**src/rtl/usb_xfer_sequencer.sv**
```systemverilog
// USB-domain sequencer: moves address/instruction words to the FPGA
// domain over a 4-phase req/ack handshake and clears the status flags.
module usb_xfer_sequencer #(
    parameter int DATA_W         = 32,
    parameter int SYNC_STAGES    = 2,
    parameter int TIMEOUT_CYCLES = 1024,
    parameter int CNT_W          = 16
) (
    input  logic              usb_clk,
    input  logic              rst_n,
    input  logic              addr_valid_i,
    input  logic              instr_valid_i,
    input  logic [DATA_W-1:0] addr_i,
    input  logic [DATA_W-1:0] instr_i,
    input  logic              fpga_ack_async_i,
    input  logic              timeout_clr_i,
    output logic              fpga_req_o,
    output logic              fpga_sel_o,
    output logic [DATA_W-1:0] fpga_data_o,
    output logic              rst_new_addr_valid_o,
    output logic              rst_instr_valid_o,
    output logic              busy_o,
    output logic              timeout_o,
    output logic [CNT_W-1:0]  xfer_count_o
);

    localparam int WAIT_W = $clog2(TIMEOUT_CYCLES + 1);
    localparam logic [WAIT_W-1:0] WAIT_LAST = WAIT_W'(TIMEOUT_CYCLES - 1);

    typedef enum logic [2:0] {
        S_IDLE = 3'd0,
        S_REQ  = 3'd1,
        S_CLR  = 3'd2,
        S_DROP = 3'd3,
        S_ERR  = 3'd4
    } state_e;

    state_e               state_q;
    logic [SYNC_STAGES-1:0] sync_q;
    logic [WAIT_W-1:0]    wait_q;
    logic                 req_q;
    logic                 sel_q;
    logic [DATA_W-1:0]    data_q;
    logic                 clr_addr_q;
    logic                 clr_instr_q;
    logic                 busy_q;
    logic                 timeout_q;
    logic [CNT_W-1:0]     cnt_q;
    logic                 ack_s;

    assign ack_s = sync_q[SYNC_STAGES-1];

    // Bring the FPGA-domain ack into usb_clk through a flop chain
    always_ff @(posedge usb_clk or negedge rst_n) begin
        if (!rst_n) begin
            sync_q <= '0;
        end else begin
            sync_q <= {sync_q[SYNC_STAGES-2:0], fpga_ack_async_i};
        end
    end

    // Handshake FSM with registered outputs, wait counter and statistics
    always_ff @(posedge usb_clk or negedge rst_n) begin
        if (!rst_n) begin
            state_q     <= S_IDLE;
            wait_q      <= '0;
            req_q       <= 1'b0;
            sel_q       <= 1'b0;
            data_q      <= '0;
            clr_addr_q  <= 1'b1;
            clr_instr_q <= 1'b1;
            busy_q      <= 1'b0;
            timeout_q   <= 1'b0;
            cnt_q       <= '0;
        end else begin
            clr_addr_q  <= 1'b1;
            clr_instr_q <= 1'b1;
            if (timeout_clr_i) begin
                timeout_q <= 1'b0;
            end
            case (state_q)
                S_IDLE: begin
                    if (addr_valid_i) begin
                        data_q  <= addr_i;
                        sel_q   <= 1'b0;
                        req_q   <= 1'b1;
                        busy_q  <= 1'b1;
                        wait_q  <= '0;
                        state_q <= S_REQ;
                    end else if (instr_valid_i) begin
                        data_q  <= instr_i;
                        sel_q   <= 1'b1;
                        req_q   <= 1'b1;
                        busy_q  <= 1'b1;
                        wait_q  <= '0;
                        state_q <= S_REQ;
                    end else begin
                        req_q  <= 1'b0;
                        busy_q <= 1'b0;
                    end
                end
                S_REQ: begin
                    if (ack_s) begin
                        clr_addr_q  <= sel_q;
                        clr_instr_q <= ~sel_q;
                        cnt_q       <= cnt_q + CNT_W'(1);
                        state_q     <= S_CLR;
                    end else if (wait_q >= WAIT_LAST) begin
                        req_q     <= 1'b0;
                        timeout_q <= 1'b1;
                        state_q   <= S_ERR;
                    end else begin
                        wait_q <= wait_q + WAIT_W'(1);
                    end
                end
                S_CLR: begin
                    req_q   <= 1'b0;
                    wait_q  <= '0;
                    state_q <= S_DROP;
                end
                S_DROP: begin
                    if (!ack_s) begin
                        busy_q  <= 1'b0;
                        state_q <= S_IDLE;
                    end else if (wait_q >= WAIT_LAST) begin
                        timeout_q <= 1'b1;
                        state_q   <= S_ERR;
                    end else begin
                        wait_q <= wait_q + WAIT_W'(1);
                    end
                end
                S_ERR: begin
                    req_q <= 1'b0;
                    if (!ack_s) begin
                        busy_q  <= 1'b0;
                        state_q <= S_IDLE;
                    end
                end
                default: begin
                    req_q   <= 1'b0;
                    busy_q  <= 1'b0;
                    state_q <= S_IDLE;
                end
            endcase
        end
    end

    assign fpga_req_o           = req_q;
    assign fpga_sel_o           = sel_q;
    assign fpga_data_o          = data_q;
    assign rst_new_addr_valid_o = clr_addr_q;
    assign rst_instr_valid_o    = clr_instr_q;
    assign busy_o               = busy_q;
    assign timeout_o            = timeout_q;
    assign xfer_count_o         = cnt_q;

endmodule

```
**config.mk**
```make
export PLATFORM = sky130hd
export DESIGN_NAME = usb_xfer_sequencer
export DESIGN_NICKNAME = d
export VERILOG_FILES = /design/src/rtl/usb_xfer_sequencer.sv
export SDC_FILE = /design/constraint.sdc
export NUM_CORES = 1
export LEC_CHECK = 0
export BUFFER_PORTS_ARGS = -buffer_cell sky130_fd_sc_hd__buf_2
export CORE_MARGIN = 2
export CORE_UTILIZATION = 35
export CTS_BUF_LIST = sky130_fd_sc_hd__clkbuf_4 sky130_fd_sc_hd__clkbuf_8 sky130_fd_sc_hd__clkbuf_16
export CTS_CLUSTER_DIAMETER = 100
export DETAILED_ROUTE_END_ITERATION = 8
export PLACE_DENSITY = 0.7
export SLEW_MARGIN = 25
export SYNTH_ARGS = -nofsm -noshare
export SYNTH_HDL_FRONTEND = slang
export SYNTH_SLANG_ARGS = --single-unit
```
**constraint.sdc**
```tcl
create_clock -name usb_clk -period 5.86 [get_ports usb_clk]
set_clock_uncertainty 0.1 [all_clocks]
set_input_delay 0.586 -clock usb_clk [delete_from_list [all_inputs] [get_ports usb_clk]]
set_output_delay 0.586 -clock usb_clk [all_outputs]
set_load 0.01 [all_outputs]
```
==> results.md, run 1 <==
- Fillers: 858
- Synth Net Count: around 380
- Mapped Area: approximately 3300 sq um
- Critical path's largest stage delay: 760 ps
- Unrepaired setup endpoints after global routing: no
- Critical path type: input pin to flop
- Synthesis-to-finish area growth: 27.3%
- Setup bufs post-CTS: 0
- Clk pwr share: 0.207
- GRT Total Usage: 0.152
- Share of cells above drive strength 1: 0.343
- CTS max path bufs: 2
- Sequential share of power: 0.455
- NumNets Final: 502
- CTS buffer count: 9
- CTS H-Tree Depth: 3
- Drt first pass iters: 6
- Area contributors post-synth: dfrtp_1, mux2i_1, a21oi_1
- Core area: 9110 sq um
- Tightest Pin Transition: about 1000 ps
- CTS tree: built
- Pwr dens: slightly above 400 nW/um^2
- Max rail drop VDD: 0.000165 V
- CTS sink cnt: 70
- Gpl congestion: between 0.8 and 0.9
- Gate power share: 0.338
- P_sw: roughly 0.00063 W
- DRT antenna net count: 0
- Final hold vios: 0
- Cell area after placement: ~4000 sq um
- Die height: 100 microns
- Die W: 100 microns
- Syn avg cell area: 10.5 sq um
- Die ar.: 10100 sq um
- Min Tclk post-route: 2660 ps
- FF-to-FF setup slack: around 3700 ps
- Drt initial violations: between 150 and 200
- Synth Warn #: 0
- Post-CTS Resized: 0
- WP buf/inv: 1
- Placed Cells: 530
- Diodes inserted: 0
- Number of global-route vias before repair: 2649
- Synth unique cells: 38
- GRT met3 Usage: 0.0362
- Setup TNS: 0 ps
- Post-detail-place hpwl: 5170 microns
- Pin count of the biggest net entering global routing: 71
- Slowest cell on the critical path: buf_2
- Initial antenna violation count: 0
- Int Pwr: between 0.001 and 0.0015 W
- Part of the Yosys area used for sequential elements: 0.539
- Vias post-DR: 2739
- Ports: 124
- Drt wl/cell: 13.4 microns
- Number of buffers inserted by hold repair at cts: 0
- CP required: 6030 ps
- # rows: 35
- Most frequent cell after synthesis: dfrtp_1
- Status: completed
- CTS root buf: clkbuf_8
- HP Class: input pin to flop
- Grt met2 use: 0.244
- Final instance area: 4140 sq um
- Type of origin of the critical path: input pin
- Pins Over Slew Limit: 0
- Tcrit/Tclk final: 0.454
- Initial core utilization: 0.357
- Lkg Pwr: 2.01 nW
- Commonest cells post-synth: dfrtp_1, nor2_1, a21oi_1, mux2i_1, nand2_1
- Met1 usage: 0.201
- Final non-filler cell total: around 550
- Critical-path maximum fanout: 36
- Gate Count Post-Synth: 310
- Post-synth EDFFs: 0
- Area occupied by multi-input gates: 1420 sq um
- Fmax: 376 MHz
- Register area: ~1800 sq um
- Yosys top cell area share: 0.523
- Post-synth top flop: dfrtp_1
- FFs w/ async S/R, synth: 1.00
- Cell family with most CP delay: simple AND/OR/NAND/NOR gates
- Clk_lat worst skew: 340 ps
- Routed WL: 7310 microns
- Most used routing layer: met2
- Synthesized flop and latch total: 70
- Post-synth top area cell: dfrtp_1
- Crit-path cells: buf_2 > nor4_1 > or4_4 > or4_1 > a21oi_1
- PortBufs: between 100 and 150
- First-pass GRT wire length: 12200 microns
- Worst EP arrival: between 2000 and 3000 ps
- Final setup vio count: 0
- Max Cap Viol: 0
- DR DRC count: 0
- GRT overflow: 0
- Crit. End Element: flop
- Vias per inst: 5.02
- Sw Share: 0.377
- Slew Limit Headroom: 0.318
- Final Power: 0.00167 W
- Clock slew seen by the registers of the worst setup and hold paths: ~80 ps
## registers in the layout, summed over array words and instances, names as in the netlist
| signal | cells |
|---|---|
| wait_q | 11 |
| rst_instr_valid_o | 1 |
| fpga_data_o | 32 |
| fpga_req_o | 1 |
| rst_new_addr_valid_o | 1 |
| fpga_sel_o | 1 |
| state_q | 3 |
| sync_q | 2 |
| timeout_o | 1 |
| xfer_count_o | 16 |
| busy_o | 1 |
## path summary, 6_finish.rpt
kind | from | end | cells after the start
worst min-delay path | fpga_ack_async_i | sync_q[0] | 1
worst max register to register | state_q[1] | wait_q[8] | 4
max in group asynchronous | rst_n | timeout_o | 2
min in group asynchronous | rst_n | fpga_data_o[29] | 2
worst max-delay path | addr_valid_i | wait_q[8] | 5
worst min register to register | sync_q[0] | sync_q[1] | 0
## per-stage QoR
step	utilization	hold WS (ps)	setup slack, ps
finish	0.454	240	3200
global route	0.454	217	3070
CTS	0.454	223	3220
detailed placement	0.436	239	2820
global placement	0.436	235	2900
floorplan	-	190	3640
## cells in the final DEF (no fill, tap or decap), drive strengths merged
| master | synthesis | routed |
|---|---|---|
| a21oi | 38 | 38 |
| a311oi | 1 | 1 |
| a31o | 1 | 1 |
| and2 | 2 | 2 |
| and3 | 3 | 3 |
| and3b | 3 | 3 |
| and4 | 3 | 3 |
| buf | 6 | 126 |
| clkbuf | 11 | 9 |
| clkinv | 0 | 3 |
| clkinvlp | 0 | 2 |
| dfrtp | 68 | 68 |
| dfstp | 2 | 2 |
| ha | 2 | 2 |
| inv | 4 | 6 |
| mux2 | 1 | 1 |
| mux2i | 36 | 36 |
| nand2 | 22 | 22 |
| nand2b | 3 | 3 |
| nand3 | 11 | 11 |
| nand4 | 6 | 6 |
| nand4bb | 1 | 1 |
| nor2 | 39 | 39 |
| nor2b | 1 | 1 |
| nor4 | 7 | 7 |
| o2111ai | 1 | 1 |
| o211ai | 2 | 2 |
| o21ai | 3 | 3 |
| o311ai | 1 | 1 |
| o31ai | 4 | 4 |
| o41a | 1 | 1 |
| o41ai | 2 | 2 |
| or3 | 3 | 3 |
| or4 | 5 | 5 |
| or4bb | 1 | 1 |
| xnor2 | 14 | 14 |
| xor2 | 2 | 2 |
## layer usage
layer	share of wire	vias to the layer above	routed length [microns]
met1	0.46	1302	3370
met2	0.48	88	3480
li1	-	1344	-
met3	0.052	5	382
met4	0.011	0	82
met5	0	-	0
## cells by family after synthesis
kind of cell | synth area share
fa+ha+maj | 0.00769
flops | 0.539
xor+xnor | 0.0431
simple gates | 0.171
buf+inv | 0.0254
compound gates | 0.0989
mux | 0.114
## worst register-to-register path: cells and delay by family, from the launching register on
kind / cells / cell delay, ps
flip-flops: 1 / 560
AND/OR/NAND/NOR: 3 / 1350
AO/OA/AOI/OAI: 1 / 150
## power by group through the flow
stage | combinational, W | clock (W) | sequential (W)
4_1_cts | 0.000575 | 0.000365 | 0.000761
2_1_floorplan | 0.000290 | 0 | 0.000809
3_3_place_gp | 0.000560 | 0 | 0.000761
3_5_place_dp | 0.000578 | 0 | 0.000765
6_report | 0.000565 | 0.000347 | 0.000761
5_1_grt | 0.000640 | 0.000388 | 0.000786
## layout make-up
type	count	area share
flip-flops and latches	70	0.424
multi-input cells	219	0.343
repair buffers	126	0.154
well taps	111	0.0336
clock buffers	9	0.0299
clock inverters	7	0.0115
inverters	4	0.00363
Power figures use the tool's default switching activity.
==> inputs of run 2 (changes only) <==
--- a/config.mk
+++ b/config.mk
@@ -5,13 +5,14 @@
 export SDC_FILE = /design/constraint.sdc
 export NUM_CORES = 1
 export LEC_CHECK = 0
+export ABC_AREA = 1
 export BUFFER_PORTS_ARGS = -buffer_cell sky130_fd_sc_hd__buf_2
 export CORE_MARGIN = 2
 export CORE_UTILIZATION = 35
 export CTS_BUF_LIST = sky130_fd_sc_hd__clkbuf_4 sky130_fd_sc_hd__clkbuf_8 sky130_fd_sc_hd__clkbuf_16
 export CTS_CLUSTER_DIAMETER = 100
 export DETAILED_ROUTE_END_ITERATION = 8
-export PLACE_DENSITY = 0.7
+export PLACE_DENSITY = 0.71
 export SLEW_MARGIN = 25
 export SYNTH_ARGS = -nofsm -noshare
 export SYNTH_HDL_FRONTEND = slang
==> constraint.sdc (replaced) <==
create_clock -name usb_clk -period 2.2 [get_ports usb_clk]
set_clock_uncertainty 0.1 [all_clocks]
set_input_delay 0.22 -clock usb_clk [delete_from_list [all_inputs] [get_ports usb_clk]]
set_output_delay 0.22 -clock usb_clk [all_outputs]
set_load 0.01 [all_outputs]
==> run 2 against run 1 <==
  * Synthesized cell count is 54% higher
  * Clock power grew to 2.9 times the previous value
  * Utilization is 0.63 points lower
  * Sequential share of layout area is 4.1 points lower
  * Die area is 12% higher
  * Setup slack worse by 2900 ps
  * Critical path depth is 4 higher
  * Register-to-register slack worse by 3300 ps
  * Non-clock buffer count is 4 higher
  * Critical path type is now flop to flop
==> results.md, run 2 <==
- Number of flip-flops in the largest register: 32 (unchanged)
- GRT overflow: 0 (unchanged)
- Diodes inserted: 0 (unchanged)
- Most frequent cell after synthesis: nand2_1
- Area occupied by multi-input gates: 1560 sq um (+9.4%)
- Max Cap Viol: 0 (unchanged)
- Ports: 124 (unchanged)
- Vias post-DR: 3367 (+23%)
- First-pass GRT wire length: 15000 microns (+23%)
- Slew Limit Headroom: 0.665 (+0.347)
- Hold_sp: instr_i[4]
- R2R Path End: wait_q[10]
- Yosys top cell area share: 0.467 (-0.0566)
- Synth Warn #: 0 (unchanged)
- Drt first pass iters: 5 (-1)
- CTS buffer count: 9 (unchanged)
- Critical path type: flop to flop
- CTS H-Tree Depth: 3 (unchanged)
- Initial antenna violation count: 0 (unchanged)
- FFs w/ async S/R, synth: 1.00 (unchanged)
- Critical-path maximum fanout: 11 (-69%)
- Type of origin of the critical path: flop
- Core area: 10200 sq um (+12%)
- Final hold vios: 0 (unchanged)
- Tightest Pin Transition: 503 ps (-521 ps)
- Initial core utilization: 0.356 (-0.000640)
- WP buf/inv: 1 (unchanged)
- Drt wl/cell: 11.7 microns (-13%)
- # rows: 37 (+5.7%)
- Crit. End Element: flop
- Unrepaired setup endpoints after global routing: no
- Clock slew seen by the registers of the worst setup and hold paths: 70 ps (about the same)
- GRT Total Usage: 0.167 (+0.0148)
- Commonest cells post-synth: nand2_1, dfrtp_1, o21ai_0, inv_1, nor2_1
- Worst flop-to-flop path startpoint: wait_q[0]
- Die W: 106 microns (+5.7%)
- Post-synth EDFFs: 0 (unchanged)
- Gate Count Post-Synth: 476 (+54%)
- Vias per inst: 4.57 (-8.8%)
- Pins Over Slew Limit: 0 (unchanged)
- Worst EP arrival: 2060 ps (-770 ps)
- Slowest cell on the critical path: dfrtp_1
- Clk_lat worst skew: 350 ps (about the same)
- PortBufs: 123 (unchanged)
- Routed WL: 8580 microns (+17%)
- Worst hold path endpoint: fpga_data_o[4]
- Setup TNS: 0 ps (unchanged)
- Critical path's largest stage delay: 460 ps (-300 ps)
- Final hold slack: 57.5 ps (-182 ps)
- Synth unique cells: 27 (-29%)
- Status: completed
- Synthesis-to-finish area growth: 25.7%
- Most frequent cells in the layout: nand2_1, buf_2, dfrtp_1, o21ai_0, inv_1
- Cell family with most CP delay: simple AND/OR/NAND/NOR gates
- Crit-path cells: ha_1 > nand2_1 > nor2_2 > nand2_1 > nand3_2 > nand2_2 > nand2_2 > inv_1 > nor2_1
- Post-detail-place hpwl: 6600 microns (+28%)
- Post-synth top flop: dfrtp_1
- Number of global-route vias before repair: 3307 (+25%)
- NumNets Final: 670 (+33%)
- Mapped Area: 3650 sq um (+12%)
- Max rail drop VDD: 0.000505 V (+210%)
- Synthesized flop and latch total: 70 (unchanged)
- Lkg Pwr: 2.42 nW (+20%)
- Final setup vio count: 0 (unchanged)
- Post-CTS Resized: 0 (unchanged)
- Gpl congestion: 0.882 (+4.9%)
- Area contributors post-synth: dfrtp_1, nand2_1, o21ai_0
- Pwr dens: 1030 nW/um^2 (+150%)
- Die height: 106 microns (+5.7%)
- WHS Path Cells: 3 (+2)
- CTS root buf: clkbuf_8
- Most common cell after layout, fill and taps aside: nand2_1
- DR DRC count: 0 (unchanged)
- Pin count of the biggest net entering global routing: 66 (-7.0%)
- HP Class: input pin to flop
- Syn avg cell area: 7.66 sq um (-27%)
- FF-to-FF setup slack: 320 ps (-3330 ps)
- CP required: 2380 ps (-3650 ps)
- CTS max path bufs: 2 (unchanged)
- CTS sink cnt: 70 (unchanged)
- CTS tree: built
- Part of the Yosys area used for sequential elements: 0.481 (-0.0583)
- Die ar.: 11200 sq um (+12%)
- Register area: 1750 sq um (unchanged)
- Drt initial violations: 114 (-34%)
- Post-synth top area cell: dfrtp_1
- DRT antenna net count: 0 (unchanged)
- Min Tclk post-route: 1880 ps
- Tcrit/Tclk final: 0.855
- Worst reg-to-reg path cell count: 9 (+5)
- Synth Net Count: 548 (+43%)
- Fillers: 1036 (+21%)
- Fmax: 532 MHz
- Share of cells above drive strength 1: 0.265 (-0.0775)
run 2: cell types whose count changed after synthesis, sizes merged, moves of 5 or more:
cell   delta
xor2      +6
nor4      -7
xnor2    -10
nand3    +16
a21oi    -38
nor3      +5
nand2   +132
inv      +55
mux2i    -36
o21ai    +71
or4       -5
run 2: worst max-delay path by stage:
| stage | depth (start not counted) | to | startpoint | slack [ps] |
|---|---|---|---|---|
| global placement | 9 | wait_q[10] | wait_q[0] | 420 |
| global route | 9 | wait_q[10] | wait_q[0] | 90 |
| CTS | 9 | wait_q[10] | wait_q[0] | 300 |
| detailed placement | 9 | wait_q[10] | wait_q[0] | 330 |
| finish | 9 | wait_q[10] | wait_q[0] | 320 |
| floorplan | 9 | wait_q[1] | wait_q[0] | 650 |
run 2: what timing repair did:
item | in CTS | in global routing
hold buffers | 3 | 0
endpoints found under the hold margin | 20 | 0
buffers inserted | 0 | 0
run 2: final cells by class:
cell class,instances,share of cell area
Sequential cell,70,0.383
Clock buffer,11,0.0317
Inverter,59,0.0489
Clock inverter,2,0.00764
Multi-Input combinational cell,328,0.339
Timing Repair Buffer,130,0.153
Tap cell,136,0.0371
run 2: where the power goes:
part           internal (W)  total [W]  switching (W)
Clock              0.000546   0.000991       0.000444
Combinational      0.000653    0.00168        0.00103
Sequential          0.00171    0.00203       0.000316
Total               0.00291    0.00470        0.00179
run 2: tightest hold or removal path: stages:
cell and delay (ps):
buf_2 70, o21ai_0 60, o21ai_1 120
run 2: cell families after synthesis:
logic type                 Yosys count  synth area share
DFF                                 70             0.481
xor gates and xnor gates            12            0.0288
buffers and inverters               78            0.0930
and+or+nand+nor                    238             0.284
AOI/OAI and AO/OA                   76             0.106
adders and majority gates            2           0.00686
run 2: stage by stage:
step                cell area (sq um)  worst slack (ps)  power, W  instances  utilization
global route                     4580              89.5   0.00508        736        0.448
floorplan                        3650               651   0.00309        476            -
detailed placement               4370               329   0.00376        720        0.428
global placement                 4370               421   0.00369        720        0.428
CTS                              4580               302   0.00477        736        0.448
finish                           4580               319   0.00470        736        0.448
run 2: metal layers:
metal / track usage / vias up / share of wire / routed length [microns]
met2: 0.267 / 122 / 0.47 / 4000
met5: 0 / - / 0 / 0
met4: 0.0752 / 0 / 0.019 / 163
li1: - / 1735 / - / -
met1: 0.210 / 1495 / 0.45 / 3850
met3: 0.0466 / 15 / 0.066 / 569
==> inputs of run 3 (changes only) <==
--- a/config.mk
+++ b/config.mk
@@ -5,14 +5,13 @@
 export SDC_FILE = /design/constraint.sdc
 export NUM_CORES = 1
 export LEC_CHECK = 0
-export ABC_AREA = 1
 export BUFFER_PORTS_ARGS = -buffer_cell sky130_fd_sc_hd__buf_2
 export CORE_MARGIN = 2
 export CORE_UTILIZATION = 35
 export CTS_BUF_LIST = sky130_fd_sc_hd__clkbuf_4 sky130_fd_sc_hd__clkbuf_8 sky130_fd_sc_hd__clkbuf_16
 export CTS_CLUSTER_DIAMETER = 100
 export DETAILED_ROUTE_END_ITERATION = 8
-export PLACE_DENSITY = 0.71
+export PLACE_DENSITY = 0.73
 export SLEW_MARGIN = 25
 export SYNTH_ARGS = -nofsm -noshare
 export SYNTH_HDL_FRONTEND = slang
==> run 3 against run 2 <==
  * Maximum frequency fell by 11%
  * Sequential power is essentially flat
  * Sequential share of layout area increased by 2.6 points
  * Design area is 6.3% lower
  * Die area fell by 10%
  * Utilization rose by 2.3 points
  * Global-route usage decreased by 0.74 points
  * Largest cell class unchanged
  * Power rose by 3.3%
  * Cell count decreased by 25%
  * Via count shrank 17%
  * Hold slack better by 15 ps
  * Critical path type unchanged
  * First-iteration DRC count grew 20%
==> results.md, run 3 (synthesized netlist as in run 1, its figures left out) <==
- Worst EP arrival: 2270 ps (+210 ps)
- Type of origin of the critical path: flop
- Min Tclk post-route: 2110 ps (+231 ps)
- Max Cap Viol: 0 (unchanged)
- CTS H-Tree Depth: 3 (unchanged)
- Fillers: 895 (-14%)
- PortBufs: 123 (unchanged)
- DRT antenna net count: 0 (unchanged)
- GRT overflow: 0 (unchanged)
- Number of flip-flops in the largest register: 32 (unchanged)
- Tightest Pin Transition: 895 ps (+392 ps)
- Slew Limit Headroom: 0.403 (-0.261)
- Final hold vios: 0 (unchanged)
- Critical path type: flop to flop
- Setup TNS: 0 ps (unchanged)
- Vias post-DR: 2790 (-17%)
- CTS sink cnt: 70 (unchanged)
- First-pass GRT wire length: 12700 microns (-16%)
- GRT Total Usage: 0.159 (-0.00737)
- Most common cell after layout, fill and taps aside: buf_2
- Share of cells above drive strength 1: 0.350 (+0.0849)
- CTS tree: built
- Fmax: 473 MHz (-11%)
- Tcrit/Tclk final: 0.960 (+0.105)
- # rows: 35 (-5.4%)
- FF-to-FF setup slack: 90 ps (-230 ps)
- CP required: 2360 ps (-20 ps)
- Die height: 100 microns (-5.4%)
- Routed WL: 7760 microns (-9.6%)
- Unrepaired setup endpoints after global routing: no
- Drt first pass iters: 4 (-1)
- Most frequent cells in the layout: buf_2, dfrtp_1, nor2_1, a21oi_1, mux2i_1
- NumNets Final: 510 (-24%)
- Pin count of the biggest net entering global routing: 71 (+7.6%)
- Pins Over Slew Limit: 0 (unchanged)
- Clock slew seen by the registers of the worst setup and hold paths: 80 ps (about the same)
- Initial antenna violation count: 0 (unchanged)
- Final setup vio count: 0 (unchanged)
- Crit. End Element: flop
- CTS buffer count: 9 (unchanged)
- Synthesis-to-finish area growth: 32.1%
- Critical-path maximum fanout: 15 (+4)
- HP Class: input pin to flop
- Drt wl/cell: 14.0 microns (+20%)
- DR DRC count: 0 (unchanged)
- Lkg Pwr: 2.11 nW (-13%)
- Status: completed
- Number of global-route vias before repair: 2721 (-18%)
- Ports: 124 (unchanged)
- CTS root buf: clkbuf_8
- CTS max path bufs: 2 (unchanged)
- Pwr dens: 1130 nW/um^2 (+10%)
- Max rail drop VDD: 0.000464 V (-8.2%)
- Clk_lat worst skew: 340 ps (about the same)
- Core area: 9110 sq um (-11%)
- Initial core utilization: 0.357 (+0.000640)
- Setup bufs post-CTS: 0 (unchanged)
- Diodes inserted: 0 (unchanged)
- Die ar.: 10100 sq um (-10%)
- Gpl congestion: 0.883 (about the same)
- Post-detail-place hpwl: 5680 microns (-14%)
- Vias per inst: 5.04 (+10%)
- Die W: 100 microns (-5.4%)
- Drt initial violations: 137 (+20%)
- Final Power: 0.00486 W (+3.3%)
run 3: changes by cell type in the layout (fill, tap and decap cells not counted), sizes merged, moves of 6 or more:
cell   before  now
xnor2       4   14
a21oi       0   38
nand3      27   11
xor2        8    2
nand2     154   22
nor4        0    7
o21ai      74    3
inv        59    5
mux2i       0   36
run 3: metrics by stage:
step                      worst slack (ps)  cells  hold slack (ps)  instance area (sq um)   util
after floorplan                        160    310             -176                   3250      -
after global placement                 103    535              230                   4010  0.440
after detailed placement               104    535              235                   4010  0.440
after CTS                             77.8    554             51.0                   4280  0.470
after global routing                  4.01    554             79.0                   4300  0.472
final                                 87.7    554             72.4                   4300  0.472
run 3: worst paths after layout:
path                              from         endpoint  cells after the start
max in group asynchronous        rst_n       state_q[1]                      2
hold reg to reg              sync_q[0]        sync_q[1]                      0
setup reg to reg             sync_q[1]        wait_q[8]                      4
hold / removal             instr_i[30]  fpga_data_o[30]                      3
setup / recovery             sync_q[1]        wait_q[8]                      4
min in group asynchronous        rst_n        wait_q[4]                      2
run 3: critical path, cell delays in order, from the launching register on:
cell,delay [ps]
dfrtp_1,460
and3b_1,230
or4_4,580
or4_1,530
a21oi_1,150
run 3: area by class of cell:
class / count / area, sq um / share of cell area
Timing Repair Buffer: 134 / 708 / 0.165
Multi-Input combinational cell: 219 / 1430 / 0.334
Tap cell: 111 / 139 / 0.0323
Clock buffer: 11 / 139 / 0.0323
Inverter: 4 / 15.0 / 0.00350
Clock inverter: 5 / 106 / 0.0248
Sequential cell: 70 / 1760 / 0.409
run 3: timing repair:
action,in CTS,in global routing
resized for setup,0,2
hold buffers,3,0
endpoints found under the setup margin,0,3
hold endpoints to repair,70,0
run 3: where the power goes:
group | internal (W) | switching, W
Clock | 0.000783 | 0.000485
Sequential | 0.00171 | 0.000297
Combinational | 0.000696 | 0.000886
run 3: per-layer routing:
metal	track usage	vias up	part of all wire
met5	0	-	0
met4	0.0695	0	0.017
met3	0.0341	13	0.056
met2	0.263	90	0.49
met1	0.201	1322	0.44
li1	-	1365	-
